## src/rtl/alu.sv

```systemverilog
// Single-cycle RV32-style ALU with registered result and branch-taken flag.
// Latency 1 cycle, one operation accepted every cycle, no backpressure.
module alu (
  input  logic        clock,
  input  logic        reset,
  input  logic [5:0]  ALU_Control,
  input  logic [31:0] operand_A,
  input  logic [31:0] operand_B,
  input  logic        branch_op,
  output logic [31:0] ALU_result,
  output logic        branch
);

  localparam logic [5:0] OP_ADD  = 6'b000000;
  localparam logic [5:0] OP_SUB  = 6'b001000;
  localparam logic [5:0] OP_SLL  = 6'b000001;
  localparam logic [5:0] OP_SRL  = 6'b000101;
  localparam logic [5:0] OP_SRA  = 6'b001101;
  localparam logic [5:0] OP_SLT  = 6'b000010;
  localparam logic [5:0] OP_SLTU = 6'b000011;
  localparam logic [5:0] OP_XOR  = 6'b000100;
  localparam logic [5:0] OP_OR   = 6'b000110;
  localparam logic [5:0] OP_AND  = 6'b000111;
  localparam logic [5:0] OP_JAL  = 6'b011111;
  localparam logic [5:0] OP_BEQ  = 6'b010000;
  localparam logic [5:0] OP_BNE  = 6'b010001;
  localparam logic [5:0] OP_BLT  = 6'b010100;
  localparam logic [5:0] OP_BGE  = 6'b010101;
  localparam logic [5:0] OP_BLTU = 6'b010110;
  localparam logic [5:0] OP_BGEU = 6'b010111;

  logic [4:0]  shamt;
  logic        lt_s;
  logic        lt_u;
  logic        eq;
  logic        cond;
  logic        is_cmp;
  logic [31:0] result_d;
  logic        branch_d;

  // Only the low five bits of B select the shift distance.
  assign shamt = operand_B[4:0];
  assign lt_s  = $signed(operand_A) < $signed(operand_B);
  assign lt_u  = operand_A < operand_B;
  assign eq    = operand_A == operand_B;

  always_comb begin
    cond   = 1'b0;
    is_cmp = 1'b0;
    case (ALU_Control)
      OP_BEQ:  begin is_cmp = 1'b1; cond = eq;    end
      OP_BNE:  begin is_cmp = 1'b1; cond = !eq;   end
      OP_BLT:  begin is_cmp = 1'b1; cond = lt_s;  end
      OP_BGE:  begin is_cmp = 1'b1; cond = !lt_s; end
      OP_BLTU: begin is_cmp = 1'b1; cond = lt_u;  end
      OP_BGEU: begin is_cmp = 1'b1; cond = !lt_u; end
      default: begin is_cmp = 1'b0; cond = 1'b0;  end
    endcase
  end

  always_comb begin
    result_d = 32'd0;
    branch_d = 1'b0;
    if (is_cmp) begin
      result_d = {31'd0, cond};
      branch_d = branch_op & cond;
    end else begin
      case (ALU_Control)
        OP_ADD: begin
          result_d = operand_A + operand_B;
          branch_d = branch_op;
        end
        OP_SUB:  result_d = operand_A - operand_B;
        OP_SLL:  result_d = operand_A << shamt;
        OP_SRL:  result_d = operand_A >> shamt;
        OP_SRA:  result_d = $unsigned($signed(operand_A) >>> shamt);
        OP_SLT:  result_d = {31'd0, lt_s};
        OP_SLTU: result_d = {31'd0, lt_u};
        OP_XOR:  result_d = operand_A ^ operand_B;
        OP_OR:   result_d = operand_A | operand_B;
        OP_AND:  result_d = operand_A & operand_B;
        OP_JAL: begin
          result_d = operand_A;
          branch_d = branch_op;
        end
        default: begin
          result_d = 32'd0;
          branch_d = 1'b0;
        end
      endcase
    end
  end

  always_ff @(posedge clock or negedge reset) begin
    if (!reset) begin
      ALU_result <= 32'd0;
      branch     <= 1'b0;
    end else begin
      ALU_result <= result_d;
      branch     <= branch_d;
    end
  end

endmodule

```

## config.mk

```make
export PLATFORM = sky130hd
export DESIGN_NAME = alu
export DESIGN_NICKNAME = d
export VERILOG_FILES = /design/src/rtl/alu.sv
export SDC_FILE = /design/constraint.sdc
export NUM_CORES = 1
export LEC_CHECK = 0
export BUFFER_PORTS_ARGS = -buffer_cell sky130_fd_sc_hd__buf_4
export CORE_MARGIN = 2
export CORE_UTILIZATION = 50
export DETAILED_ROUTE_END_ITERATION = 8
export GPL_ROUTABILITY_DRIVEN = 1
export GPL_TIMING_DRIVEN = 0
export HOLD_SLACK_MARGIN = 0.05
export PLACE_DENSITY = 0.72
export SYNTH_ARGS = -nofsm -noshare
export SYNTH_HDL_FRONTEND = slang
export SYNTH_SLANG_ARGS = --single-unit
```

## constraint.sdc

```tcl
create_clock -name clock -period 0.8 [get_ports clock]
set_clock_uncertainty 0.1 [all_clocks]
set_input_delay 0 -clock clock [delete_from_list [all_inputs] [get_ports clock]]
set_output_delay 0 -clock clock [all_outputs]
set_load 0.01 [all_outputs]
```

# ---- After elaboration in Yosys (flattened, before gate mapping)
# Cells that the tools add are included.
dict set report classes {
  n_bitwise 4
  shift 3
  n_reduce_logical 6
  eq_ne 17
  n_lt_le_gt_ge 2
  n_mux 6
  n_addsub 2
}
# cell n
set op_table {}
lappend op_table {{one-hot mux 32 bit (11 select lines)} 1}
lappend op_table {{less-than comparator 32 bit} 2}
lappend op_table {{equality test 6 x 5 -> 1 bit (second input constant)} 7}
lappend op_table {{adder 32 bit} 1}
lappend op_table {{bitwise AND 32 bit} 1}
lappend op_table {{equality test 32 bit} 1}
lappend op_table {{two-way mux 32 bit} 1}
lappend op_table {{bitwise OR 32 bit} 1}
lappend op_table {{left shift 32 x 5 -> 32 bit} 1}
lappend op_table {{right shift 32 x 5 -> 32 bit} 1}
lappend op_table {{>>> shifter 32 x 5 -> 32 bit} 1}
lappend op_table {{subtractor 32 bit} 1}
lappend op_table {{bitwise XOR 32 bit} 1}
lappend op_table {{equality test 6 x 3 -> 1 bit (second input constant)} 4}
lappend op_table {{equality test 6 x 2 -> 1 bit (second input constant)} 2}
lappend op_table {{equality test 6 x 4 -> 1 bit (second input constant)} 2}
lappend op_table {{equality test 6 x 1 -> 1 bit (second input constant)} 1}
lappend op_table {{zero test 6 bit} 1}
lappend op_table {{one-hot mux 1 bit (6 select lines)} 1}
lappend op_table {{OR reduction 6 bit} 1}
lappend op_table {{zero test 1 bit} 3}
lappend op_table {{two-way mux 1 bit} 3}
lappend op_table {{OR reduction 2 bit} 1}
lappend op_table {{bitwise AND 1 bit} 1}
dict set report word_totals {
  register_bits 33
  out_inout_bits 33
  word_cells 42
}

# ---- Logic depth before layout (Yosys ltp)
dict set report logic_depth {
  word_depth 5
  ltp_mapped 14
  mapped_depth_nobuf 13
}

# ---- Worst setup path before layout
# No wires, ideal clock.
dict set report synth_timing {
  path_kind {input port to flip-flop}
  startpoint {input operand_B[2]}
  endpoint {register ALU_result[28]}
  n_path_buf 3
  required_time_ps 580
  t_arrival_ps 2990
  setup_time_ps 120
  setup_slack_ps -2410
  path_stages 14
  path_cell_list {clkinv_1 > buf_2 > buf_1 > buf_2 > ha_1 > nor2b_1 > o21ai_1 > a311oi_1 > o31ai_2 > o211ai_2 > a31o_1 > a31oi_1 > or3_1 > a31o_2}
}
dict set report synth_between {
  elab_chain_cells 3
  word_cells_on_any_way 7
  classes_between {add/sub (2); shift (3); mux (2)}
}
# element line
set synth_rtl {}
lappend synth_rtl {{from (decl)} 8} ;# input logic [31:0] operand_B,
lappend synth_rtl {{subtractor 32 bit (tied with other cells)} 73} ;# OP_SUB: result_d = operand_A - operand_B;
lappend synth_rtl {{one-hot mux 32 bit (11 select lines) (*)} 68} ;# case (ALU_Control)
lappend synth_rtl {{two-way mux 32 bit (*)} 64} ;# if (is_cmp) begin
lappend synth_rtl {{named net result_d[28]} 38} ;# logic [31:0] result_d;
lappend synth_rtl {{to (signal assigned)} 99} ;# ALU_result <= result_d;
lappend synth_rtl {{to (decl)} 10} ;# output logic [31:0] ALU_result,
# The timed path passes the listed nets; every way through them passes the cells marked *.

# ---- Final worst setup path
dict set report layout_timing {
  startpoint {input operand_A[13]}
  endpoint {register ALU_result[24]}
}
dict set report layout_between {
  elab_chain_cells 3
  word_cells_on_any_way 7
  classes_between {add/sub (2); shift (3); mux (2)}
}
# element line
set layout_rtl {}
lappend layout_rtl {{from (decl)} 7} ;# input logic [31:0] operand_A,
lappend layout_rtl {{subtractor 32 bit (tied with other cells)} 73}
lappend layout_rtl {{one-hot mux 32 bit (11 select lines) (*)} 68}
lappend layout_rtl {{two-way mux 32 bit (*)} 64}
lappend layout_rtl {{named net result_d[24]} 38}
# Marks and branches as above.

==> results.yml <==
floorplanning:
  start_util_pct: 51.3
  die_x_um: 143
  io_pins: 106
  chipHeight_um: 143
  die_area_um2: 20400
  num_rows: 50
  core_area_um2: 18800
worst_setup_path:
  end_kind: "flip-flop"
  crit_type: "in -> reg"
  startpoint_type: "input pin"
  startpoint: "operand_A[13]"
  worstPathRequired_ns: 0.83
  critPathArrivalTime_ns: 2.74
  cp_max_fo: 12
power_and_ir_drop:
  switchingPower_w: 0.00651
  leakage_nw: 5.77
  internal-power_w: 0.00707
  p_sw_share_pct: 47.9
  clockPowerShare_pct: 17.7
  p_seq_share_pct: 13.5
  powerDensity_nw_per_um2: 1010
  comb_power_share_pct: 68.8
  total_power_w: 0.0136
  vdd_ir_drop_max_mv: 0.811
place:
  gp_congestion: 1.14
  portBuffers: 104
  place_hpwl_mm: 37.1
detailed_routing:
  drt_iter0_markers: 2330
  drc: 0
  vias_per_cell: 7.41
  detail-route-antenna-nets: 0
  first_pass_iters: 8
  vias: 12900
  wire_per_inst_um: 29.6
  routed_wl_mm: 51.6
sta:
  setup_viol: 66
  tightest_slew_ns: 0.937
  drv_slew: 0
  fmaxAchievable_mhz: 369
  max-slew-margin-rel_pct: 37.5
  rsz0062_at_grt: "true"
  holdWs_ns: -0.102
  post-route-worst-setup-slack_ns: -1.91
  finalHoldViolCount: 2
  final.min_clock_period_ns: 2.71
  post-route-period-util_pct: 339
cts:
  cts_tree: "done"
  ctsHoldBuffers: 2
  clk_path_buf_depth: 2
  clkTransAtPathRegs_ns: 0.07
  root_buffer: "clkbuf_16"
  cts-buffers-inserted: 5
  cts.sinks: 33
  h-tree-depth: 2
yosys:
  async_reset_ff_share_pct: 100
  synthSimpleGateAreaFrac_pct: 19.0
  synth_top_family_by_area: "compound AO/OA/AOI/OAI gates"
  netlist_area_um2: 9620
  synthTopCellsByCount: "nor2_1 (169), nand2_1 (112), o21ai_0 (107), a21oi_1 (104), ha_1 (104)"
  ys_top_cells_by_area: "ha_1 (14%), mux4_2 (11%), dfrtp_1 (8.6%), nor2_1 (6.6%), o21ai_0 (5.6%)"
  yosys_warnings: 0
  yosysTopAreaCellShare_pct: 13.5
  synth-seq-cells: 33
  yosysSeqAreaShare_pct: 8.58
  synth_compound_area_share_pct: 30.9
  synth_most_common_cell: "nor2_1"
  synth_cell_types: 91
  synth.mux.area_fraction_pct: 17.3
  synth_area_leader_cell: "ha_1"
  ys.flop_type: "dfrtp_1"
  synth_edf_count: 0
  postSynthCellCount: 1313
  synth_area_per_cell_um2: 7.33
  synthXorXnorAreaFrac_pct: 1.91
  syn_nets: 1492
  synth_fa_ha_area_share_pct: 13.9
layout:
  regArea_um2: 826
  n_antenna_cell: 0
  nFillCells: 1469
  area_growth_pct: 40.4
  layout.nets: 1686
  drive_above_1_share_pct: 35.9
  multi_input_area_um2: 9160
grt:
  grt-ovfl-total: 0
  grt_max_degree: 34
  grt_pass1_wl_mm: 72.3
  track_usage_pct: 48.1
  grt_antenna_before_repair: 1
  grt_pass1_vias: 11600
outcome:
  violations: "negative hold slack, negative setup slack"
  status: "finished with violations"
min_path:
  hp-start: "operand_A[7]"
  hp-class: "in -> reg"
  whs_path_depth: 3
  hold_end: "ALU_result[7]"
run:
  max_cap_viol_count: 0
-- registers in the layout, summed over array words and instances (netlist names) --
name        count
ALU_result     32
branch          1
-- per-stage QoR --
step | cells | setup slack [ns] | setup TNS, ns | util [%] | instance area (um2)
floorplan | 1313 | -1.84 | -46.88 | - | 10000
global placement | 1651 | -2.74 | -78.20 | 59.1 | 11100
detailed placement | 1651 | -2.71 | -77.80 | 59.1 | 11100
CTS | 1723 | -1.78 | -52.41 | 68.7 | 12900
global route | 1742 | -1.96 | -58.42 | 72.0 | 13500
finish | 1742 | -1.91 | -57.06 | 72.0 | 13500
-- power groups by stage --
stage	Sequential (W)	Combinational [W]	Clock [W]
floorplan	0.00190	0.00447	0
global placement	0.00184	0.00698	0
detailed placement	0.00184	0.00700	0
CTS	0.00183	0.00825	0.00236
global route	0.00184	0.00965	0.00242
finish	0.00183	0.00935	0.00241
-- worst max path at each step --
| stage | endpoint | slack [ns] | cells after the start |
|---|---|---|---|
| 2_1_floorplan | ALU_result[24] | -1.84 | 14 |
| 3_3_place_gp | ALU_result[13] | -2.74 | 8 |
| 3_5_place_dp | ALU_result[13] | -2.71 | 8 |
| 4_1_cts | branch | -1.78 | 17 |
| 5_1_grt | ALU_result[31] | -1.96 | 14 |
| 6_report | ALU_result[24] | -1.91 | 12 |
-- cell type report --
class                   instances  share of cell area, %
multi-input cells            1081                   67.8
clock inverters                 3                  0.343
clock buffers                   5                  0.926
flip-flops and latches         33                   6.11
inverters                      98                   3.28
plain buffers                  90                   5.78
well taps                     234                   2.17
repair buffers                198                   13.6
-- timing repair --
action	CTS	global route
endpoints found under the setup margin	66	66
gates resized for setup	279	121
pin swaps	87	72
setup buffers	69	27
endpoints found under the hold margin	40	5
-- worst max-delay path, cell delays in order --
cell and delay, ns:
buf_4 0.19, inv_1 0.07, ha_2 0.49, inv_1 0.10
a21oi_1 0.35, nand2b_1 0.20, o311a_1 0.22, o211ai_2 0.17
a31o_1 0.31, a221oi_2 0.28, xnor2_1 0.20, o211ai_2 0.15
-- kinds of logic (layout without fill, tap and decap cells) --
family | after synthesis | in the layout
compound gates | 438 | 438
mux | 106 | 106
flops | 33 | 33
simple gates | 410 | 410
fa+ha+maj | 106 | 106
xor+xnor | 21 | 21
buf+inv | 199 | 394
-- cell usage in the layout (no fill, tap or decap), drive strengths merged, types with 15 or more instances in the layout --
cell / n
o21ai: 113
o31ai: 15
mux2i: 49
mux4: 47
clkbuf: 63
nand2: 112
nor3: 35
a211oi: 18
a21oi: 108
nand3: 18
a222oi: 21
nor2: 170
buf: 228
ha: 104
o211ai: 24
dfrtp: 33
xnor2: 19
a31oi: 16
inv: 94
-- routing by layer --
| layer | vias to the layer above | wire, um | GRT usage, % |
|---|---|---|---|
| li1 | 5271 | - | - |
| met1 | 5877 | 17700 | 60.4 |
| met2 | 1388 | 20600 | 70.2 |
| met3 | 378 | 8960 | 21.0 |
| met4 | 0 | 4380 | 24.1 |
| met5 | - | 0 | 0 |
No activity file was read; power rests on OpenSTA's default activity.
